## src/rtl/rename_pkg.sv

```systemverilog
// Shared rename-stage constants, tag type and free-list FSM encodings.
// Pure declarations: no latency, no flow control.
// Consumers size their own ports from these defaults.
package rename_pkg;
    localparam int PROJ_LOG_PHYS      = 6;
    localparam int PROJ_NUM_PHYS      = 64;
    localparam int PROJ_NUM_ARCH_REGS = 32;

    typedef logic [PROJ_LOG_PHYS-1:0] phys_tag_t;

    typedef enum logic [1:0] {
        FL_INIT    = 2'd0,
        FL_READY   = 2'd1,
        FL_RECOVER = 2'd2
    } fl_state_t;
endpackage

```

## src/rtl/free_list_ram.sv

```systemverilog
// Tag storage for the free list: one write port, one asynchronous read port.
// Write lands on the rising edge; read is combinational. No backpressure.
// Data is deliberately not reset; the controller initialises every entry it reads.
module free_list_ram #(
    parameter int DEPTH  = 64,
    parameter int WIDTH  = 6,
    parameter int ADDR_W = 6
) (
    input  logic              CLK,
    input  logic              wr_en,
    input  logic [ADDR_W-1:0] wr_addr,
    input  logic [WIDTH-1:0]  wr_data,
    input  logic [ADDR_W-1:0] rd_addr,
    output logic [WIDTH-1:0]  rd_data
);
    logic [WIDTH-1:0] mem [DEPTH];

    always_ff @(posedge CLK) begin
        if (wr_en) begin
            mem[wr_addr] <= wr_data;
        end
    end

    assign rd_data = mem[rd_addr];
endmodule

```

## src/rtl/phys_free_list_ctrl.sv

```systemverilog
// Physical-register free list with speculative and committed heads, flush rewind.
// Head tag combinational from storage; alloc/release visible the cycle after.
// No stall: illegal alloc pulses Underflow_ERR, release into a full list pulses Overflow_ERR.
module phys_free_list_ctrl
    import rename_pkg::*;
#(
    parameter int NUM_PHYS = PROJ_NUM_PHYS,
    parameter int LOG_PHYS = PROJ_LOG_PHYS,
    parameter int NUM_ARCH = PROJ_NUM_ARCH_REGS
) (
    input  logic                CLK,
    input  logic                RESET,
    input  logic                Alloc_IN,
    input  logic                Commit_alloc_IN,
    input  logic                Release_valid_IN,
    input  logic [LOG_PHYS-1:0] Release_reg_IN,
    input  logic                Flush_IN,
    output logic [LOG_PHYS-1:0] Free_phys_reg,
    output logic                Free_reg_avail,
    output logic [LOG_PHYS:0]   Free_count,
    output logic                Init_done,
    output logic                Underflow_ERR,
    output logic                Overflow_ERR
);
    localparam int                  INIT_N    = NUM_PHYS - NUM_ARCH;
    localparam logic [LOG_PHYS-1:0] INIT_LAST = LOG_PHYS'(INIT_N - 1);
    localparam logic [LOG_PHYS-1:0] INIT_TAIL = LOG_PHYS'(INIT_N);
    localparam logic [LOG_PHYS:0]   INIT_CNT  = (LOG_PHYS+1)'(INIT_N);
    localparam logic [LOG_PHYS:0]   FULL_CNT  = (LOG_PHYS+1)'(NUM_PHYS);

    fl_state_t           state, state_nx;
    logic [LOG_PHYS-1:0] spec_head, commit_head, tail, init_cnt;
    logic [LOG_PHYS:0]   spec_count, commit_count;
    logic                underflow_q, overflow_q;

    logic                active, flush_go, alloc_go, commit_go, rel_req, rel_go, full;
    logic [LOG_PHYS-1:0] commit_head_nx;
    logic [LOG_PHYS:0]   commit_count_nx;
    logic                ram_wr_en;
    logic [LOG_PHYS-1:0] ram_wr_addr, ram_wr_dat, ram_rd_dat;

    assign active    = (state != FL_INIT);
    assign full      = (commit_count == FULL_CNT);
    assign flush_go  = active && Flush_IN;
    // Flush takes priority over a same-cycle allocation; the allocation is simply dropped.
    assign alloc_go  = (state == FL_READY) && Alloc_IN && Free_reg_avail && !Flush_IN;
    assign commit_go = active && Commit_alloc_IN;
    // Tag 0 is permanently bound to arch $0 and never re-enters the list.
    assign rel_req   = active && Release_valid_IN && (Release_reg_IN != '0);
    assign rel_go    = rel_req && !full;

    assign commit_head_nx  = commit_head + LOG_PHYS'(commit_go);
    assign commit_count_nx = commit_count + (LOG_PHYS+1)'(rel_go) - (LOG_PHYS+1)'(commit_go);

    always_comb begin
        state_nx = state;
        case (state)
            FL_INIT:    if (init_cnt == INIT_LAST) state_nx = FL_READY;
            FL_READY:   if (Flush_IN) state_nx = FL_RECOVER;
            FL_RECOVER: if (!Flush_IN) state_nx = FL_READY;
            default:    state_nx = FL_INIT;
        endcase
    end

    always_ff @(posedge CLK or posedge RESET) begin
        if (RESET) begin
            state <= FL_INIT;
        end else begin
            state <= state_nx;
        end
    end

    always_ff @(posedge CLK or posedge RESET) begin
        if (RESET) begin
            spec_head    <= '0;
            commit_head  <= '0;
            tail         <= '0;
            init_cnt     <= '0;
            spec_count   <= '0;
            commit_count <= '0;
            underflow_q  <= 1'b0;
            overflow_q   <= 1'b0;
        end else if (state == FL_INIT) begin
            init_cnt    <= init_cnt + LOG_PHYS'(1);
            underflow_q <= 1'b0;
            overflow_q  <= 1'b0;
            if (init_cnt == INIT_LAST) begin
                tail         <= INIT_TAIL;
                spec_count   <= INIT_CNT;
                commit_count <= INIT_CNT;
            end
        end else begin
            if (rel_go) begin
                tail <= tail + LOG_PHYS'(1);
            end
            commit_head  <= commit_head_nx;
            commit_count <= commit_count_nx;
            // Rewind sees the committed state including this cycle's commit/release.
            if (flush_go) begin
                spec_head  <= commit_head_nx;
                spec_count <= commit_count_nx;
            end else begin
                spec_head  <= spec_head + LOG_PHYS'(alloc_go);
                spec_count <= spec_count + (LOG_PHYS+1)'(rel_go) - (LOG_PHYS+1)'(alloc_go);
            end
            underflow_q <= Alloc_IN && !Free_reg_avail && !Flush_IN;
            overflow_q  <= rel_req && full;
        end
    end

    assign ram_wr_en   = (state == FL_INIT) || rel_go;
    assign ram_wr_addr = (state == FL_INIT) ? init_cnt : tail;
    assign ram_wr_dat  = (state == FL_INIT) ? (LOG_PHYS'(NUM_ARCH) + init_cnt) : Release_reg_IN;

    free_list_ram #(
        .DEPTH  (NUM_PHYS),
        .WIDTH  (LOG_PHYS),
        .ADDR_W (LOG_PHYS)
    ) u_ram (
        .CLK     (CLK),
        .wr_en   (ram_wr_en),
        .wr_addr (ram_wr_addr),
        .wr_data (ram_wr_dat),
        .rd_addr (spec_head),
        .rd_data (ram_rd_dat)
    );

    assign Free_phys_reg  = active ? ram_rd_dat : '0;
    assign Free_reg_avail = (state == FL_READY) && (spec_count != '0);
    assign Free_count     = spec_count;
    assign Init_done      = active;
    assign Underflow_ERR  = underflow_q;
    assign Overflow_ERR   = overflow_q;
endmodule

```

## config.mk

```make
export PLATFORM = sky130hd
export DESIGN_NAME = phys_free_list_ctrl
export DESIGN_NICKNAME = d
export VERILOG_FILES = /design/src/rtl/rename_pkg.sv /design/src/rtl/free_list_ram.sv /design/src/rtl/phys_free_list_ctrl.sv
export SDC_FILE = /design/constraint.sdc
export NUM_CORES = 1
export LEC_CHECK = 0
export BUFFER_PORTS_ARGS = -buffer_cell sky130_fd_sc_hd__buf_2
export CAP_MARGIN = 20
export CORE_ASPECT_RATIO = 1.5
export CORE_MARGIN = 4
export CORE_UTILIZATION = 57
export CTS_CLUSTER_SIZE = 14
export DETAILED_ROUTE_END_ITERATION = 7
export PLACE_DENSITY = 0.72
export SYNTH_ARGS = -nofsm -noshare
export SYNTH_HDL_FRONTEND = slang
export SYNTH_SLANG_ARGS = --single-unit
```

## constraint.sdc

```tcl
create_clock -name CLK -period 3.3 [get_ports CLK]
set_input_delay 0.66 -clock CLK [delete_from_list [all_inputs] [get_ports CLK]]
set_output_delay 0.66 -clock CLK [all_outputs]
set_load 0.01 [all_outputs]
```

Word level (Yosys, flattened, before mapping)
Memories as Yosys holds them, arrays and structs flattened.
Index checks and enable logic that the tools add are counted.
{"block": "classes", "add_sub_neg": 9, "mux": 19, "eq_ne": 7, "n_reduce_logical": 23}
{"operator": "2-to-1 mux 6 bit", "n": 7}
{"operator": "2-to-1 mux 7 bit", "n": 4}
{"operator": "adder 7 x 1 -> 7 bit", "n": 2}
{"operator": "subtractor 7 x 1 -> 7 bit", "n": 2}
{"operator": "adder 6 x 1 -> 6 bit", "n": 2}
{"operator": "adder 6 x 1 -> 6 bit, second input constant", "n": 2}
{"operator": "logical AND 1 bit", "n": 12}
{"operator": "equality test 7 bit, second input constant", "n": 1}
{"operator": "nonzero test 7 bit", "n": 1}
{"operator": "adder 6 bit, first input constant", "n": 1}
{"operator": "equality test 6 x 5 -> 1 bit, second input constant", "n": 1}
{"operator": "2-to-1 mux 2 bit", "n": 3}
{"operator": "!= test 2 bit, second input constant", "n": 3}
{"operator": "one-hot mux 2 bit (3 select lines)", "n": 1}
{"operator": "nonzero test 6 bit", "n": 1}
{"operator": "2-to-1 mux 1 bit", "n": 4}
{"operator": "nonzero test 2 bit", "n": 2}
{"operator": "logical NOT 1 bit", "n": 3}
{"operator": "AND reduction 3 bit", "n": 1}
{"operator": "equality test 2 x 1 -> 1 bit, second input constant", "n": 1}
{"operator": "equality test 2 bit, second input constant", "n": 1}
{"operator": "logical NOT 2 bit", "n": 1}
{"operator": "AND reduction 2 bit", "n": 1}
{"operator": "logical OR 1 bit", "n": 1}
{"block": "totals", "memories": 1, "word_cells": 68, "ff_bits": 42, "ramBits": 384, "input_bits": 12}
{"memory": "u_ram.mem", "depth": 64, "word_bits": 6, "read_ports": 1, "rd_clocked_by_memory_dff": 0, "write_ports": 1, "line": "free_list_ram.sv:16", "rtl": "logic [WIDTH-1:0] mem [DEPTH];"}

Logic depth before layout (Yosys ltp)
{"block": "logic_depth", "ltp_word": 8, "ltp_mapped": 17}

By module
A second synthesis with hierarchy kept.
{"block": "unflattened", "cells_unflattened": 1037, "hier_area_um2": 17979.7}
{"mod": "free_list_ram", "instances": 1, "cells_per_inst": 714, "area_each_um2": 15105.7}
{"mod": "phys_free_list_ctrl", "instances": 1, "cells_per_inst": 323, "area_each_um2": 2874.0}

Least setup slack after synthesis
OpenSTA, ideal clock, no wires.
{"block": "synth_timing", "path_kind": "input -> register", "from": "input Release_reg_IN[0]", "to": "register spec_count[6], in the netlist Free_count[6]", "setup_slack_ns": -0.439, "t_arrival_ns": 3.600, "path_buffers": 0, "cell_stages": 15, "required_ns": 3.161, "path_cell_list": "or4_4 -> o31ai_4 -> nor3_2 -> inv_1 -> ha_1 -> inv_1 -> ha_1 -> inv_1 -> fa_1 -> nor2b_1 -> o311ai_2 -> nor4b_1 -> a2111oi_2 -> xor2_1 -> a31oi_1"}
{"block": "synth_via", "elab_chain_len": 7, "word_cells_on_any_way": 9, "classes_between": "add/sub (4); mux (2); reduce/logical (3)"}
{"item": "start, declared", "line": "phys_free_list_ctrl.sv:16", "rtl": "input logic [LOG_PHYS-1:0] Release_reg_IN,"}
{"item": "nonzero test 6 bit *", "line": "phys_free_list_ctrl.sv:49", "rtl": "assign rel_req = active && Release_valid_IN && (Release_reg_IN != '0);"}
{"item": "logical AND 1 bit *", "line": "phys_free_list_ctrl.sv:49"}
{"item": "logical AND 1 bit *", "line": "phys_free_list_ctrl.sv:50", "rtl": "assign rel_go = rel_req && !full;"}
{"item": "adder 7 x 1 -> 7 bit, on equally long branches", "line": "phys_free_list_ctrl.sv:104, phys_free_list_ctrl.sv:53"}
{"item": "subtractor 7 x 1 -> 7 bit, on equally long branches", "line": "phys_free_list_ctrl.sv:104, phys_free_list_ctrl.sv:53"}
{"item": "2-to-1 mux 7 bit *", "line": "phys_free_list_ctrl.sv:99", "rtl": "if (flush_go) begin"}
{"item": "2-to-1 mux 7 bit *", "line": "phys_free_list_ctrl.sv:83", "rtl": "end else if (state == FL_INIT) begin"}
{"item": "end signal, assigned", "line": "phys_free_list_ctrl.sv:101", "rtl": "spec_count <= commit_count_nx;"}
{"item": "end signal, assigned", "line": "phys_free_list_ctrl.sv:104", "rtl": "spec_count <= spec_count + (LOG_PHYS+1)'(rel_go) - (LOG_PHYS+1)'(alloc_go);"}
{"item": "end, declared", "line": "phys_free_list_ctrl.sv:33", "rtl": "logic [LOG_PHYS:0] spec_count, commit_count;"}
Mark *: on every way between the ends. The rest lies on a longest branch, timed or not.
A chain may end at the register's enable or synchronous reset.

Worst setup path after layout
{"block": "layout_timing", "from": "register spec_head[1]", "to": "output Free_phys_reg[2]"}
{"block": "layout_via", "elab_chain_len": 2}
{"item": "start, declared", "line": "phys_free_list_ctrl.sv:32", "rtl": "logic [LOG_PHYS-1:0] spec_head, commit_head, tail, init_cnt;"}
{"item": "start signal, assigned", "line": "phys_free_list_ctrl.sv:100", "rtl": "spec_head <= commit_head_nx;"}
{"item": "start signal, assigned", "line": "phys_free_list_ctrl.sv:103", "rtl": "spec_head <= spec_head + LOG_PHYS'(alloc_go);"}
{"item": "memory read (64 x 6 bit)"}
{"item": "2-to-1 mux 6 bit", "line": "phys_free_list_ctrl.sv:128", "rtl": "assign Free_phys_reg = active ? ram_rd_dat : '0;"}
{"item": "end, declared", "line": "phys_free_list_ctrl.sv:18", "rtl": "output logic [LOG_PHYS-1:0] Free_phys_reg,"}
Every way passes these cells.

==> results.md <==
* Outcome: finished with violations
* Failing checks: negative setup slack
* Max-Cap Viols at 0
* Critical-path cell list: buf_4 -> mux4_2 -> nor2b_1 -> a211oi_2 -> a211oi_1 -> a21oi_2 -> o21ai_2 -> buf_2
* Total Power at 21.0 mW
* Inserted Clock Buffers at 38
* EDFF count, synth at 384
* HP Class: in -> async
* CP Class: reg -> out
* Pleak at 7.09 nW
* Crit path launch type: flip-flop
* Reg2reg setup slack at 0.09 ns
* FMAX at 296 MHz
* Clock tree buffer depth at 3
* Vias in the first global route at 10,200
* DR WL/cell at 25.5 um
* Hold_buf cts at 0
* Routability cong. at 0.865
* Layout net count at 1,208
* Die width at 153 um
* Ranking of synthesized cells by area: edfxtp_1 (64%), mux4_2 (12%), dfrtp_1 (5.9%)
* Total global routing overflow at 0
* Ant diodes at 0
* Slew HR at 37.3%
* Yosys reg bits at 426
* Final min period at 3.37 ns
* Synth top area share at 64.4%
* DR iter-0 viols at 800
* First-pass GRT wire length at 61,500 um
* Antenna violation net count after detailed routing at 0
* Vias at 9,971
* Count leader, synth: edfxtp_1
* Core Area at 31,000 um^2
* Syn-to-layout area delta at 16.6%
* Post-synth ARST share at 9.86%
* H-tree Lvls at 2
* Dpl cells at 1,503
* CP arrival at 2.71 ns
* Required time of the critical path at 2.64 ns
* Die Area at 34,300 um^2
* Top FF cell, synth: edfxtp_1
* I/O pin total at 29
* Clk Tree Root Cell: clkbuf_16
* Hold Slack at 0.319 ns
* Row count at 79
* Die height at 225 um
* Vias/cell at 6.24
* Post-Syn Area at 17,900 um^2
* # fillers at 2,077
* Most frequent cells after synthesis: edfxtp_1 (384), nor2_1 (97), mux4_2 (96)
* Average size of a mapped cell at 17.2 um^2
* Largest net degree at the start of global routing at 65
* Setup violators final at 5
* Worst-path clk slew at 0.06 ns
* Post-Layout Cell Count at 1,597
* Syn_nets at 1,079
* PwrDens at 1010 nW/um^2
* Crit-path slowest cell: dfrtp_4
* I/O Buffers at 28
* Netlist cell types at 59
* Crit Path Max Fanout at 7
* Layout cells sized above 1 at 30.5%
* Setup ws final at -0.0748 ns
* Tot GR Track Use at 23.6%
* Initial antenna violation count at 0
* Final period util at 102%
* Routed WL at 40,800 um
* Synth Instances at 1,041
* Hpwl dp at 26,200 um
* RSZ-0062 raised after global routing: yes
* Max-slew violation count at 0
* Synth area leader: edfxtp_1
* CTS tree: yes
* Clk Latency, worst-skew pair at 0.54 ns
* 1st-pass router iterations at 5
* Initial Util at 57.6%
* Synthesis Warnings at 0
* Endpoint class of the critical path: primary output
* Slew @ Worst Pin at 0.941 ns
* Final hold violation count at 0
* VDD IR-drop max at 1.54 mV
* Remaining DRCs at 0
* CTS sink count at 426
* Clk_skew at 0.0138 ns
* Sequential area share after synthesis at 70.3%
* Slowest stage delay, CP at 0.56 ns
## through the flow
step,instance area (um^2),util [%],setup TNS [ns],setup slack (ns)
floorplan,18000,-,-0.599,-0.266
global placement,19000,61.3,-1.41,-0.481
detailed placement,19000,61.3,-1.95,-0.543
CTS,20700,66.7,-0.229,-0.0632
global route,20900,67.2,-0.619,-0.129
finish,20900,67.2,-0.206,-0.0748
## area by class of cell
type                            instances  area (um^2)  area share, %
Clock inverter                          9         43.8          0.210
Inverter                               21         78.8          0.378
Multi-Input combinational cell        548         5350           25.6
Sequential cell                       426        12600           60.4
Tap cell                              405          507           2.43
Timing Repair Buffer                  135         1220           5.85
Clock buffer                           53         1070           5.13
## metal layers
layer | part of all wire [%] | vias to the layer above | track usage, %
met5 | 0 | - | 0
met4 | 4.8 | 0 | 10.1
met3 | 6.2 | 114 | 3.46
met2 | 53 | 447 | 42.0
met1 | 36 | 5081 | 29.2
li1 | - | 4329 | -
## placed cells by master, fill, tap and decap left out, types with 6 or more instances in the layout
cell	n
mux2i_2	10
nand2_2	8
dfrtp_1	39
buf_8	6
ha_1	19
xnor2_1	10
o22ai_1	7
buf_12	9
nor2b_1	8
nor2_1	96
xor2_1	17
buf_4	82
a22oi_1	6
buf_2	25
edfxtp_1	384
mux2i_4	6
nand2_1	69
o21ai_0	18
nand3_1	25
clkbuf_16	42
inv_1	12
mux2i_1	20
nand2b_1	9
a21oi_1	17
a211oi_2	6
clkbuf_1	12
inv_2	9
mux4_2	96
nor3_1	7
buf_6	9
## worst paths after layout
path | start | to | cells after the start
max | spec_head[1]$_DFFE_PP0N_ | Free_phys_reg[2] | 8
min | RESET | init_cnt[2]$_DFFE_PP0P_ | 2
max reg2reg | commit_count[3]$_DFFE_PP0P_ | Free_count[6]$_DFFE_PP0P_ | 18
min reg2reg | commit_head[0]$_DFFE_PP0N_ | commit_head[0]$_DFFE_PP0N_ | 2
max in group asynchronous | RESET | spec_head[1]$_DFFE_PP0N_ | 2
min in group CLK | Alloc_IN | Underflow_ERR$_DFF_PP0_ | 2
## kinds of logic after synthesis
logic type | synth area share (%)
compound gates | 3.51
simple gates | 6.73
mux | 14.4
flops | 70.3
buf+inv | 1.80
xor+xnor | 1.32
fa+ha+maj | 1.90
## critical path: cells and delay by family (launching register included)
| kind | cells | cell delay [ns] |
|---|---|---|
| buffers and inverters | 2 | 0.31 |
| DFF | 1 | 0.56 |
| AOI/OAI and AO/OA | 4 | 0.68 |
| and+or+nand+nor | 1 | 0.15 |
| muxes | 1 | 0.48 |
## registers in the layout (all words and copies together) (netlist names)
register	count
Free_count	7
Overflow_ERR	1
Underflow_ERR	1
commit_count	7
commit_head	6
init_cnt	6
spec_head	6
state	2
tail	6
u_ram.mem	384
## power by group
| part | switching (mW) | total, mW | internal [mW] |
|---|---|---|---|
| Sequential | 0.492 | 8.51 | 8.02 |
| Clock | 1.82 | 4.08 | 2.26 |
| Combinational | 5.16 | 8.39 | 3.23 |
| Total | 7.47 | 21.0 | 13.5 |
## repair_timing
item	CTS	global route
setup endpoints to repair	8	9
gates cloned	3	1
pin swaps	17	23
gates resized for setup	58	30
setup buffers	23	6
Note: power is estimated with default switching activity, not from simulation.
